**config.mk**
```make
export PLATFORM = sky130hd
export DESIGN_NAME = fetch_unit
export DESIGN_NICKNAME = d
export VERILOG_FILES = /design/src/rtl/fetch_unit.sv
export SDC_FILE = /design/constraint.sdc
export NUM_CORES = 1
export LEC_CHECK = 0
export CORE_ASPECT_RATIO = 1.2
export CORE_MARGIN = 3
export CORE_UTILIZATION = 53
export CTS_CLUSTER_SIZE = 30
export DETAILED_ROUTE_END_ITERATION = 10
export PLACE_DENSITY = 0.84
export SLEW_MARGIN = 10
export SYNTH_ARGS = -nofsm -noshare
export SYNTH_HDL_FRONTEND = slang
export SYNTH_SLANG_ARGS = --single-unit
```
**constraint.sdc**
```tcl
create_clock -name clk -period 7 [get_ports clk]
set_input_delay 1.4 -clock clk [delete_from_list [all_inputs] [get_ports clk]]
set_output_delay 1.4 -clock clk [all_outputs]
set_load 0.01 [all_outputs]
```
**src/rtl/fetch_unit.sv**
```systemverilog
// Instruction fetch front end: issues word addresses to a registered ROM and
// buffers returning words in a 2-entry FIFO in front of decode.
module fetch_unit #(
  parameter logic [29:0] RESET_PC = 30'h0
) (
  input  logic        clk,
  input  logic        rst,
  input  logic        clk_en,
  output logic [29:0] inst_addr,
  input  logic [31:0] inst_in,
  input  logic        redirect,
  input  logic [29:0] redirect_addr,
  input  logic        stall,
  output logic        inst_valid,
  output logic [31:0] inst_out,
  output logic [29:0] pc_out
);

  logic [29:0] pc;
  logic [29:0] flight_pc;
  logic        flight_v;

  logic [29:0] fifo_pc   [2];
  logic [31:0] fifo_inst [2];
  logic        rd_ptr;
  logic        wr_ptr;
  logic [1:0]  count;
  logic [1:0]  next_count;

  logic deq;
  logic push;
  logic issue;

  assign inst_addr  = pc;
  assign inst_valid = (count != 2'd0);
  assign inst_out   = fifo_inst[rd_ptr];
  assign pc_out     = fifo_pc[rd_ptr];

  // Issue only when the word now in flight is guaranteed a FIFO slot next cycle.
  always_comb begin
    deq        = clk_en && inst_valid && !stall;
    push       = clk_en && flight_v && !redirect;
    next_count = count + {1'b0, push} - {1'b0, deq};
    issue      = clk_en && !redirect && (next_count < 2'd2);
  end

  // The ROM keeps clocking while disabled, so a request issued last edge is
  // lost and must be re-fetched from flight_pc once enabled again.
  always_ff @(posedge clk or posedge rst) begin
    if (rst) begin
      pc        <= RESET_PC;
      flight_v  <= 1'b0;
      flight_pc <= '0;
    end else if (!clk_en) begin
      if (flight_v) begin
        pc       <= flight_pc;
        flight_v <= 1'b0;
      end
    end else if (redirect) begin
      pc       <= redirect_addr;
      flight_v <= 1'b0;
    end else if (issue) begin
      flight_v  <= 1'b1;
      flight_pc <= pc;
      pc        <= pc + 30'd1;
    end else begin
      flight_v <= 1'b0;
    end
  end

  always_ff @(posedge clk or posedge rst) begin
    if (rst) begin
      fifo_pc[0]   <= '0;
      fifo_pc[1]   <= '0;
      fifo_inst[0] <= '0;
      fifo_inst[1] <= '0;
      rd_ptr       <= 1'b0;
      wr_ptr       <= 1'b0;
      count        <= 2'd0;
    end else if (clk_en) begin
      if (redirect) begin
        rd_ptr <= 1'b0;
        wr_ptr <= 1'b0;
        count  <= 2'd0;
      end else begin
        if (push) begin
          fifo_pc[wr_ptr]   <= flight_pc;
          fifo_inst[wr_ptr] <= inst_in;
          wr_ptr            <= ~wr_ptr;
        end
        if (deq) begin
          rd_ptr <= ~rd_ptr;
        end
        count <= next_count;
      end
    end
  end

endmodule
```
Word-level counts from Yosys, hierarchy flattened
Cells that the tools add are included.
- register bits: 189
- output and inout port bits: 93
- logic and storage cells: 65
- multiplexer cells: 24
- reductions and logical operators: 18
- $lt $le $gt $ge: 4
- equal/unequal tests: 1
- bitwise operators: 5
- $add $sub $neg: 3
- operators by type and width (kind ; count):
    $mux W30 ; 8
    $mux W32 ; 4
    $bwmux W64 ; 1
    $bwmux W60 ; 1
    $demux W32 S1 ; 1
    $add A30 B1 Y30 const B ; 1
    $demux W30 S1 ; 1
    $reduce_bool A2 Y1 ; 4
    $logic_and A1 B1 Y1 ; 7
    $mux W1 ; 7
    $reduce_and A2 Y1 ; 3
    $reduce_and A3 Y1 ; 2
    $ge A2 B2 Y1 const B ; 2
    $not A1 Y2 ; 2
    $ne A3 B1 Y1 const B ; 1
    $not A1 Y1 ; 3
    $add A2 B1 Y2 ; 1
    $logic_not A1 Y1 ; 2
    $lt A2 B1 Y1 const B ; 1
    $lt A2 B2 Y1 const B ; 1
    $mux W2 ; 1
    $sub A2 B1 Y2 ; 1

Depth between registers and ports, before layout
Gate-level depths: netlist of run 1.
- word-level depth: 9
- mapped depth: 13

Worst setup path before layout of run 1
OpenSTA, ideal clock, no wires.
- path type: input to register
- start: input clk_en
- end: register flight_pc[11]
- cell stages on the path: 11
- arrival time: 3.680 ns
- buffers on the path: 3
- setup slack: 3.196 ns
- library setup time: 0.125 ns
- required time: 6.875 ns
- cell sequence: clkbuf_2 inv_1 clkbuf_1 nor3b_1 ha_1 inv_1 ha_1 xnor3_1 nand2_1 buf_4 mux2_2
- word-level cells in the longest chain between the ends: 7
- elaborated cells between the ends (all ways): 10
- those cells by class: add/sub (2); order compare (1); reduce/logical (7)
- ends and longest elaborated chain (what ; RTL line ; RTL):
    from (decl) ; 8 ; input logic clk_en,
    $logic_and A1 B1 Y1 (2 in series) ; 42 ; push = clk_en && flight_v && !redirect;
    $add A2 B1 Y2 ; 43 ; next_count = count + {1'b0, push} - {1'b0, deq};
    $sub A2 B1 Y2 ; 43 ;
    $lt A2 B2 Y1 ; 44 ; issue = clk_en && !redirect && (next_count < 2'd2);
    $logic_and A1 B1 Y1 ; 44 ;
    $reduce_and A3 Y1 (no source line) (*) ; -- ;
    to (signal assigned) ; 64 ; flight_pc <= pc;
    to (decl) ; 20 ; logic [29:0] flight_pc;
Every way passes the cells marked *; elsewhere a longest branch is shown, timed or not.
A chain may end at the register's enable or synchronous reset.

Worst setup path in the final report of run 1
- start: input clk_en
- end: register pc[7] (netlist: inst_addr[7])
- word-level cells in the longest chain between the ends: 8
- elaborated cells between the ends (all ways): 13
- those cells by class: add/sub (2); order compare (1); eq/ne (1); mux (1); reduce/logical (8)
- ends and longest elaborated chain (what ; RTL line ; RTL):
    $logic_and A1 B1 Y1 (2 in series) ; 42 ;
    $add A2 B1 Y2 ; 43 ;
    $sub A2 B1 Y2 ; 43 ;
    $lt A2 B2 Y1 ; 44 ;
    $logic_and A1 B1 Y1 ; 44 ;
    $ne A3 B1 Y1 (no source line) ; -- ;
    $reduce_and A2 Y1 (no source line) ; -- ;
    to (signal assigned) ; 56 ; pc <= flight_pc;
    to (signal assigned) ; 60 ; pc <= redirect_addr;
    to (signal assigned) ; 65 ; pc <= pc + 30'd1;
    to (decl) ; 19 ; logic [29:0] pc;
Parallel ways exist; a longest one is shown, timed or not.

==> results of run 1 <==
worst max-delay path by stage:
| stage | startpoint | endpoint | cells after the start |
|---|---|---|---|
| global placement | clk_en | inst_addr[23]$_DFFE_PP0P_ | 12 |
| finish | clk_en | inst_addr[7]$_DFFE_PP0P_ | 13 |
| detailed placement | clk_en | inst_addr[11]$_DFFE_PP0P_ | 12 |
| CTS | clk_en | inst_addr[22]$_DFFE_PP0P_ | 12 |
| global route | clk_en | inst_addr[7]$_DFFE_PP0P_ | 13 |
| floorplan | rst | count[0]$_DFFE_PP0P_ | 1 |
logic make-up (layout without fill, tap and decap cells):
family / Yosys count / after routing / synth area share
xor gates and xnor gates: 3 / 3 / 0.00449
AOI/OAI and AO/OA: 117 / 117 / 0.0911
and+or+nand+nor: 125 / 125 / 0.0710
DFF: 189 / 189 / 0.530
buffers and inverters: 58 / 211 / 0.0304
adders and majority gates: 3 / 3 / 0.00421
muxes: 213 / 213 / 0.269
area by class of cell:
class	instances	share of cell area
well taps	212	0.0236
multi-input cells	461	0.350
repair buffers	169	0.148
clock inverters	10	0.0122
clock buffers	22	0.0413
flip-flops and latches	189	0.421
inverters	10	0.00378
per-layer routing:
metal  routed length (um)  global-route usage  up-vias
met1                 8510               0.297     3242
met4                  561              0.0817        0
li1                     -                   -     2897
met3                 1400              0.0478       55
met2                11000               0.403      295
met5                    0                   0        -
cell usage after synthesis, types with 4 or more instances:
master / instances
sky130_fd_sc_hd__inv_1: 10
sky130_fd_sc_hd__and2_1: 6
sky130_fd_sc_hd__nor2_1: 27
sky130_fd_sc_hd__a22o_1: 5
sky130_fd_sc_hd__a31oi_1: 4
sky130_fd_sc_hd__o21ai_0: 41
sky130_fd_sc_hd__buf_1: 4
sky130_fd_sc_hd__buf_2: 12
sky130_fd_sc_hd__a222oi_1: 5
sky130_fd_sc_hd__nor3_1: 9
sky130_fd_sc_hd__o2bb2ai_1: 8
sky130_fd_sc_hd__and3_1: 7
sky130_fd_sc_hd__mux2_1: 4
sky130_fd_sc_hd__a21oi_1: 11
sky130_fd_sc_hd__nand4_1: 4
sky130_fd_sc_hd__mux2_2: 206
sky130_fd_sc_hd__dfrtp_1: 189
sky130_fd_sc_hd__a22oi_1: 7
sky130_fd_sc_hd__a221oi_1: 9
sky130_fd_sc_hd__nand2_1: 36
sky130_fd_sc_hd__buf_4: 8
sky130_fd_sc_hd__nor4_1: 11
sky130_fd_sc_hd__nand3_1: 9
sky130_fd_sc_hd__clkbuf_1: 22
power by group:
group | switching [mW] | leakage (nW) | internal [mW]
combinational | 0.736 | 2.15 | 1.20
sequential | 0.428 | 2.40 | 1.58
clock | 0.396 | 0.290 | 0.581
total | 1.56 | 4.84 | 3.37
state kept, by name (all words and copies together), names as in the netlist:
name       count
wr_ptr         1
flight_pc     30
count          2
fifo_pc       60
flight_v       1
fifo_inst     64
rd_ptr         1
inst_addr     30
worst max-delay path: cells and delay by family:
kind	cells	cell delay (ps)
fa+ha+maj	2	470
compound gates	3	1060
buf+inv	5	1810
xor+xnor	1	320
simple gates	2	430
==> flow_results.org, run 1 <==
** Run status
- Run status :: completed

** Clocking
- PostCTS Resize Cnt :: 0
- Hold Buf Count CTS :: 0
- The H-tree generated during clock tree synthesis spans 4 levels.
- TritonCTS created 17 clock buffers.
- In this run the clock root is driven by a sky130_fd_sc_hd__clkbuf_16.
- Postcts setup bufs :: 0
- Clock-pin slew was measured on the worst setup and hold paths at 60 ps.
- The later pin in the worst-skew pair is clocked with a latency of 420 ps.
- The clock drives 189 sinks.
- TritonCTS built the clock tree.
- The longest clock path from root to sink contains 2 buffers.

** Route
- Post-DR wirelength/cell :: 20.0 um
- Count of TritonRoute iterations in the first routing pass :: 8
- First-iteration detailed-routing DRC count :: 745
- For this block, the routed nets add up to 21.5 mm of wire.
- The count of nets left with antenna violations once routing finished came out at 0.
- Detailed routing inserted a total of 6489 vias.
- Via/cell ratio :: 6.05
- In the routed design, unresolved DRC markers number 0.

** Cells and area
- Most frequent standard cell in the layout excluding fill and tap cells :: sky130_fd_sc_hd__mux2_2
- Finished Core Util :: 0.688
- The count of cells in the finished layout, fillers not included, comes to 1073.
- Register cell area after layout :: 4730 um^2
- In the final layout, the share of cells above drive strength 1 is 0.298.
- Compared with the post-synthesis result, the final layout area differs by 26.1%.
- Area taken by multi-input logic gates :: 3940 um^2
- After filler insertion, the fill cell instance count of the layout stands at 1166.
- With fillers left out, the area of the finished cells amounts to 11200 um^2.
- At the end of the flow, the number of nets in the layout was 918.
- In the layout the commonest cells are sky130_fd_sc_hd__mux2_2, sky130_fd_sc_hd__dfrtp_1, sky130_fd_sc_hd__clkdlybuf4s50_1.
- Number of diodes added for antenna fixing :: 0

** Critical path
- Worst EP required :: 7340 ps
- The worst register-to-register path ends at inst_addr[7]$_DFFE_PP0P_.
- The setup check on the worst reg-to-reg path leaves a slack of 3670 ps.
- Reg-to-reg startpoint :: count[1]$_DFFE_PP0P_
- The worst setup path is of the in2reg kind.
- In this run the worst path has a maximum fanout of 31.
- The number of cells on the worst reg-to-reg path is 11.
- Element type at the critical path end :: register
- Longest individual stage delay on the worst path :: 1040 ps
- The slowest stage of the critical path belongs to the cell sky130_fd_sc_hd__clkdlybuf4s50_1.
- The critical path goes through clkdlybuf4s50_1, inv_1, buf_4, nor3b_1, ha_1, inv_1, ha_1, xnor3_1, o31ai_4, buf_4, o21bai_1, nand2_1, o21ai_0.
- Critical path startpoint category :: primary input
- Data arrives at the worst endpoint at 5520 ps.

** Min path
- Worst Hold End :: fifo_pc[24]$_DFFE_PP0P_
- Counting instances, the worst hold path has a depth of 2.
- Hold Crit Start :: fifo_pc[24]$_DFFE_PP0P_
- Class of the tightest hold or removal check :: reg2reg

** Synthesis
- Part of the Yosys area used for sequential elements :: 0.530
- The Yosys step of the flow raised 0 warnings.
- FF+latch count, synth :: 189
- Top-area cell type share of the netlist area :: 0.530
- Cell area after synthesis :: 8920 um^2
- After synthesis, the share of flip-flops with an asynchronous set or reset is 1.00.
- Post-synthesis cell type with the largest combined area :: sky130_fd_sc_hd__dfrtp_1
- Gate count of the mapped netlist :: 708
- Synth unique cells :: 59
- The synthesized design contains 0 enable-type register cells.
- In the synthesized netlist the dominant register cell turns out to be sky130_fd_sc_hd__dfrtp_1.
- Syn_area_per_cell :: 12.6 um^2
- Net count after synthesis :: 778
- Area contributors post-synth :: sky130_fd_sc_hd__dfrtp_1, sky130_fd_sc_hd__mux2_2, sky130_fd_sc_hd__o21ai_0

** STA
- The number of max-slew violations in the final report was 0.
- Hold Violations, Final :: 0
- Finish-stage setup viols :: 0
- In this run the tightest slew margin relative to its limit is 0.298.
- RSZ-0062 raised after global routing :: false
- Final Cycle Share :: 0.740
- Across the routed clock network, the largest skew measured is 6.37 ps.
- Measured slew at the worst slew-check pin :: 1050 ps
- Once routing completed, OpenROAD measured the worst setup slack at 1820 ps.
- Final critical path time including I/O delays and setup :: 5180 ps
- On the final layout, the worst hold slack is 484 ps.
- Highest Clock Rate :: 193 MHz
- Total negative setup slack :: 0 ps

** Die
- From left edge to right edge, the die measures 124 um.
- During I/O placement, the number of pins put on the boundary was 160.
- The die is 148 um tall.
- Die area :: 18400 um^2
- Initial Utilization :: 0.546
- Placeable Area :: 16300 um^2
- Standard-cell rows :: 51

** Global route
- Entering global routing, the biggest net connects 102 pins.
- Across every metal layer, demand over resource in global routing totals 0.234.
- Global-route wire length before repair :: 34.9 mm
- The number of global-route vias before repair came to 6689.
- The number of antenna violations at the first check in global routing is 0.
- Global routing finished with a remaining overflow of 0.

** Placement
- RD Place Congestion :: 0.875
- Count of input and output buffers :: 159
- In this run, placement finished with an instance count of 1041.
- Summed over all nets, the half-perimeter wirelength after detailed placement is 14.5 mm.
- Placement Cell Area :: 10600 um^2
- Worst setup timing slack at the placement stage :: 1390 ps

** Flow run
- The tool flagged a number of max-cap violations equal to 0.

** Power
- LEAKAGE :: 4.84 nW
- Overall power :: 4.93 mW
- Peak ir drop on the vdd network :: 0.218 mV
- In this run the power density over the cells is 438 nW/um^2.
Power figures use the tool's default switching activity.
==> run 2, diff against run 1 <==
--- a/config.mk
+++ b/config.mk
@@ -7,10 +7,10 @@
 export LEC_CHECK = 0
 export CORE_ASPECT_RATIO = 1.2
 export CORE_MARGIN = 3
-export CORE_UTILIZATION = 53
+export CORE_UTILIZATION = 48
 export CTS_CLUSTER_SIZE = 30
 export DETAILED_ROUTE_END_ITERATION = 10
-export PLACE_DENSITY = 0.84
+export PLACE_DENSITY = 0.81
 export SLEW_MARGIN = 10
 export SYNTH_ARGS = -nofsm -noshare
 export SYNTH_HDL_FRONTEND = slang
==> constraint.sdc (replaced) <==
create_clock -name clk -period 4.58 [get_ports clk]
set_input_delay 0.916 -clock clk [delete_from_list [all_inputs] [get_ports clk]]
set_output_delay 0.916 -clock clk [all_outputs]
set_load 0.01 [all_outputs]
==> flow_results.org, run 2 (same netlist as run 1, synthesis figures left out) <==
** Die
- Vert. Die Dim :: 155 um (+4.9%)
- The floorplan row count was 54 (+5.9%).
- Initial Utilization :: 0.489 (-0.0571)
- The number of I/O pins was 160 (unchanged).
- The full die area came to 20300 um^2 (+9.9%).
- Die width :: 130 um (+4.8%)
- The placeable core region was 18200 um^2 (+12%).

** Flow run
- The total of max-cap violations is 0 (unchanged).

** STA
- Maximum clock skew at final layout :: 12.4 ps (+6.07 ps)
- Final critical path time including I/O delays and setup :: 3400 ps
- Highest Clock Rate :: 294 MHz
- The setup TNS after final layout was 0 ps (unchanged).
- Hold Violations, Final :: 0 (unchanged)
- Finish-stage setup viols :: 0 (unchanged)
- Measured slew at the worst slew-check pin :: 1060 ps (+13.3 ps)
- Setup repair after global routing left no endpoint under its margin.
- The worst hold slack is 485 ps (+0.753 ps).
- Final Cycle Share :: 0.742
- The number of max-slew violations in the final report came to 0 (unchanged).
- The headroom to the max-slew limit is 0.289 (-0.00894).
- The final setup slack of the worst path was 1180 ps (-640 ps).

** Critical path
- Critical path's slowest cell :: sky130_fd_sc_hd__clkdlybuf4s50_1
- The required arrival time at the worst endpoint was 4890 ps (-2450 ps).
- Critical path cell sequence :: clkdlybuf4s50_1, inv_1, nor3b_1, ha_1, inv_1, ha_1, xnor3_1, nand2_1, buf_12, mux2_2
- WP data arrival :: 3710 ps (-1810 ps)
- Critical path startpoint category :: primary input
- Element type at the critical path end :: register
- Longest individual stage delay on the worst path :: 490 ps (-550 ps)
- The maximum fanout encountered on the critical timing path is 26 (-16%).
- Worst setup path category :: in2reg
- Buf/Inv on CP :: 4 (-1)
- Gate family responsible for the most delay along the worst path :: buffers and inverters

** Cells and area
- The library cells used most frequently in the layout, excluding fill and tap cells, are sky130_fd_sc_hd__mux2_2, sky130_fd_sc_hd__dfrtp_1, sky130_fd_sc_hd__clkdlybuf4s50_1.
- The filler-free cell count of the finished design is 1090 (+1.6%).
- Filler cells :: 1449 (+24%)
- The library cell used most frequently in the layout, excluding fill and tap cells, is sky130_fd_sc_hd__mux2_2.
- Number of diodes added for antenna fixing :: 0 (unchanged)
- Number of nets in the layout :: 924 (+0.65%)
- Largest registers :: fifo_inst: 64 flops, fifo_pc: 60 flops
- The fraction of layout instances using a drive strength above 1 is 0.304 (+0.00521).
- Ranked by flip-flop count, first place goes to fifo_inst.
- Relative to the synthesized area, the layout overhead comes to 26.6%.
- The combined area of the multi-input logic cells came to 3940 um^2 (about the same).
- Register cell area after layout :: 4730 um^2 (unchanged)
- The flip-flop count of the largest register, all copies and words added was 64 (unchanged).

** Clocking
- The number of setup buffers added after CTS is 0 (unchanged).
- The number of cells upsized or downsized after cts came to 0 (unchanged).
- Clock tree root driver cell :: sky130_fd_sc_hd__clkbuf_16
- Insertion delay of the later-clocked pin in the worst-skew pair :: 430 ps (about the same)
- The maximum count of clock buffers along a single path was 2 (unchanged).
- The number of levels in the clock H-tree is 4 (unchanged).
- The clock transition at the registers of the reported paths came to 70 ps (about the same).
- The number of CTS-inserted buffers was 17 (unchanged).
- CTS Sinks :: 189 (unchanged)
- TritonCTS built the clock tree.
- The number of hold buffers added after cts was 0 (unchanged).

** Global route
- The met3 track demand over resource in global routing is 0.0529 (+0.00511).
- The combined global-route utilization of all metal layers came to 0.207 (-0.0273).
- Vias in the first global route :: 6392 (-4.4%)
- The largest net degree at the start of global routing is 91 (-11%).
- The global routing usage on met2 is 0.338 (-0.0650).
- Most used routing layer in global routing :: met2
- Met1 Resource Use GR :: 0.275 (-0.0216)
- The wire length of the first global-routing pass is 33.3 mm (-4.6%).
- The total overflow reported by the global router is 0 (unchanged).
- Antenna violations before repair :: 0 (unchanged)

** Power
- The leakage component of the power came to 4.86 nW (+0.35%).
- The maximum vdd ir drop is 0.417 mV (+92%).
- P per Cell Area :: 652 nW/um^2 (+49%)

** Placement
- The weighted congestion at the end of routability-driven global placement is 0.882 (+0.83%).
- The placement-stage worst setup slack is 770 ps (-616 ps).
- Dpl hpwl :: 13.7 mm (-5.7%)
- Inst Count DP :: 1059 (+1.7%)
- Count of input and output buffers :: 159 (unchanged)

** Route
- Via/cell ratio :: 5.89 (-2.7%)
- Total vias in the final route :: 6415 (-1.1%)
- The length of the first detailed-routing pass in iterations came to 5 (-3).
- The DRC violation count after routing was 0 (unchanged).
- First-iteration detailed-routing DRC count :: 521 (-30%)
- The total routed wirelength came to 20.5 mm (-4.5%).
- The count of antenna-violating nets left after detailed routing came to 0 (unchanged).
- Post-DR wirelength/cell :: 18.8 um (-6.0%)

** Min path
- The tightest min-delay check is of the reg2reg type.

** Run status
- The run finished with clean final reports.
[run 2: per-layer routing]
metal | part of all wire | vias to the layer above
li1 | - | 2917
met1 | 0.43 | 3225
met2 | 0.49 | 243
met3 | 0.064 | 30
met4 | 0.016 | 0
met5 | 0 | -
[run 2: final timing paths]
check                                        start  cells after the start  slack (ps)                  endpoint
setup / recovery                            clk_en                     10        1180  flight_pc[3]$_DFFE_PP0P_
hold / removal             fifo_pc[48]$_DFFE_PP0P_                      1         480   fifo_pc[48]$_DFFE_PP0P_
setup reg to reg              count[1]$_DFFE_PP0P_                      9        1650  flight_pc[3]$_DFFE_PP0P_
hold reg to reg            fifo_pc[48]$_DFFE_PP0P_                      1         480   fifo_pc[48]$_DFFE_PP0P_
max in group asynchronous                      rst                      3        2650        rd_ptr$_DFFE_PP0P_
min in group asynchronous                      rst                      2        1000   fifo_pc[22]$_DFFE_PP0P_
[run 2: cell type report]
type,instances,share of cell area
sequential,189,0.419
multi-input combinational,461,0.348
clock inverter,12,0.00787
tap,224,0.0248
inverter,10,0.00366
timing repair buffer,175,0.157
clock buffer,19,0.0392
[run 2: stage by stage]
stage,power [mW],util,instance area [um^2]
2_1_floorplan,4.59,-,8920
3_3_place_gp,5.97,0.590,10800
3_5_place_dp,6.06,0.590,10800
4_1_cts,7.43,0.619,11300
5_1_grt,7.83,0.619,11300
6_report,7.36,0.619,11300
[run 2: power breakdown]
part | switching (mW) | internal [mW] | leakage (nW)
Sequential | 0.604 | 2.42 | 2.40
Combinational | 1.13 | 1.86 | 2.19
Clock | 0.633 | 0.710 | 0.264
Total | 2.37 | 4.99 | 4.86
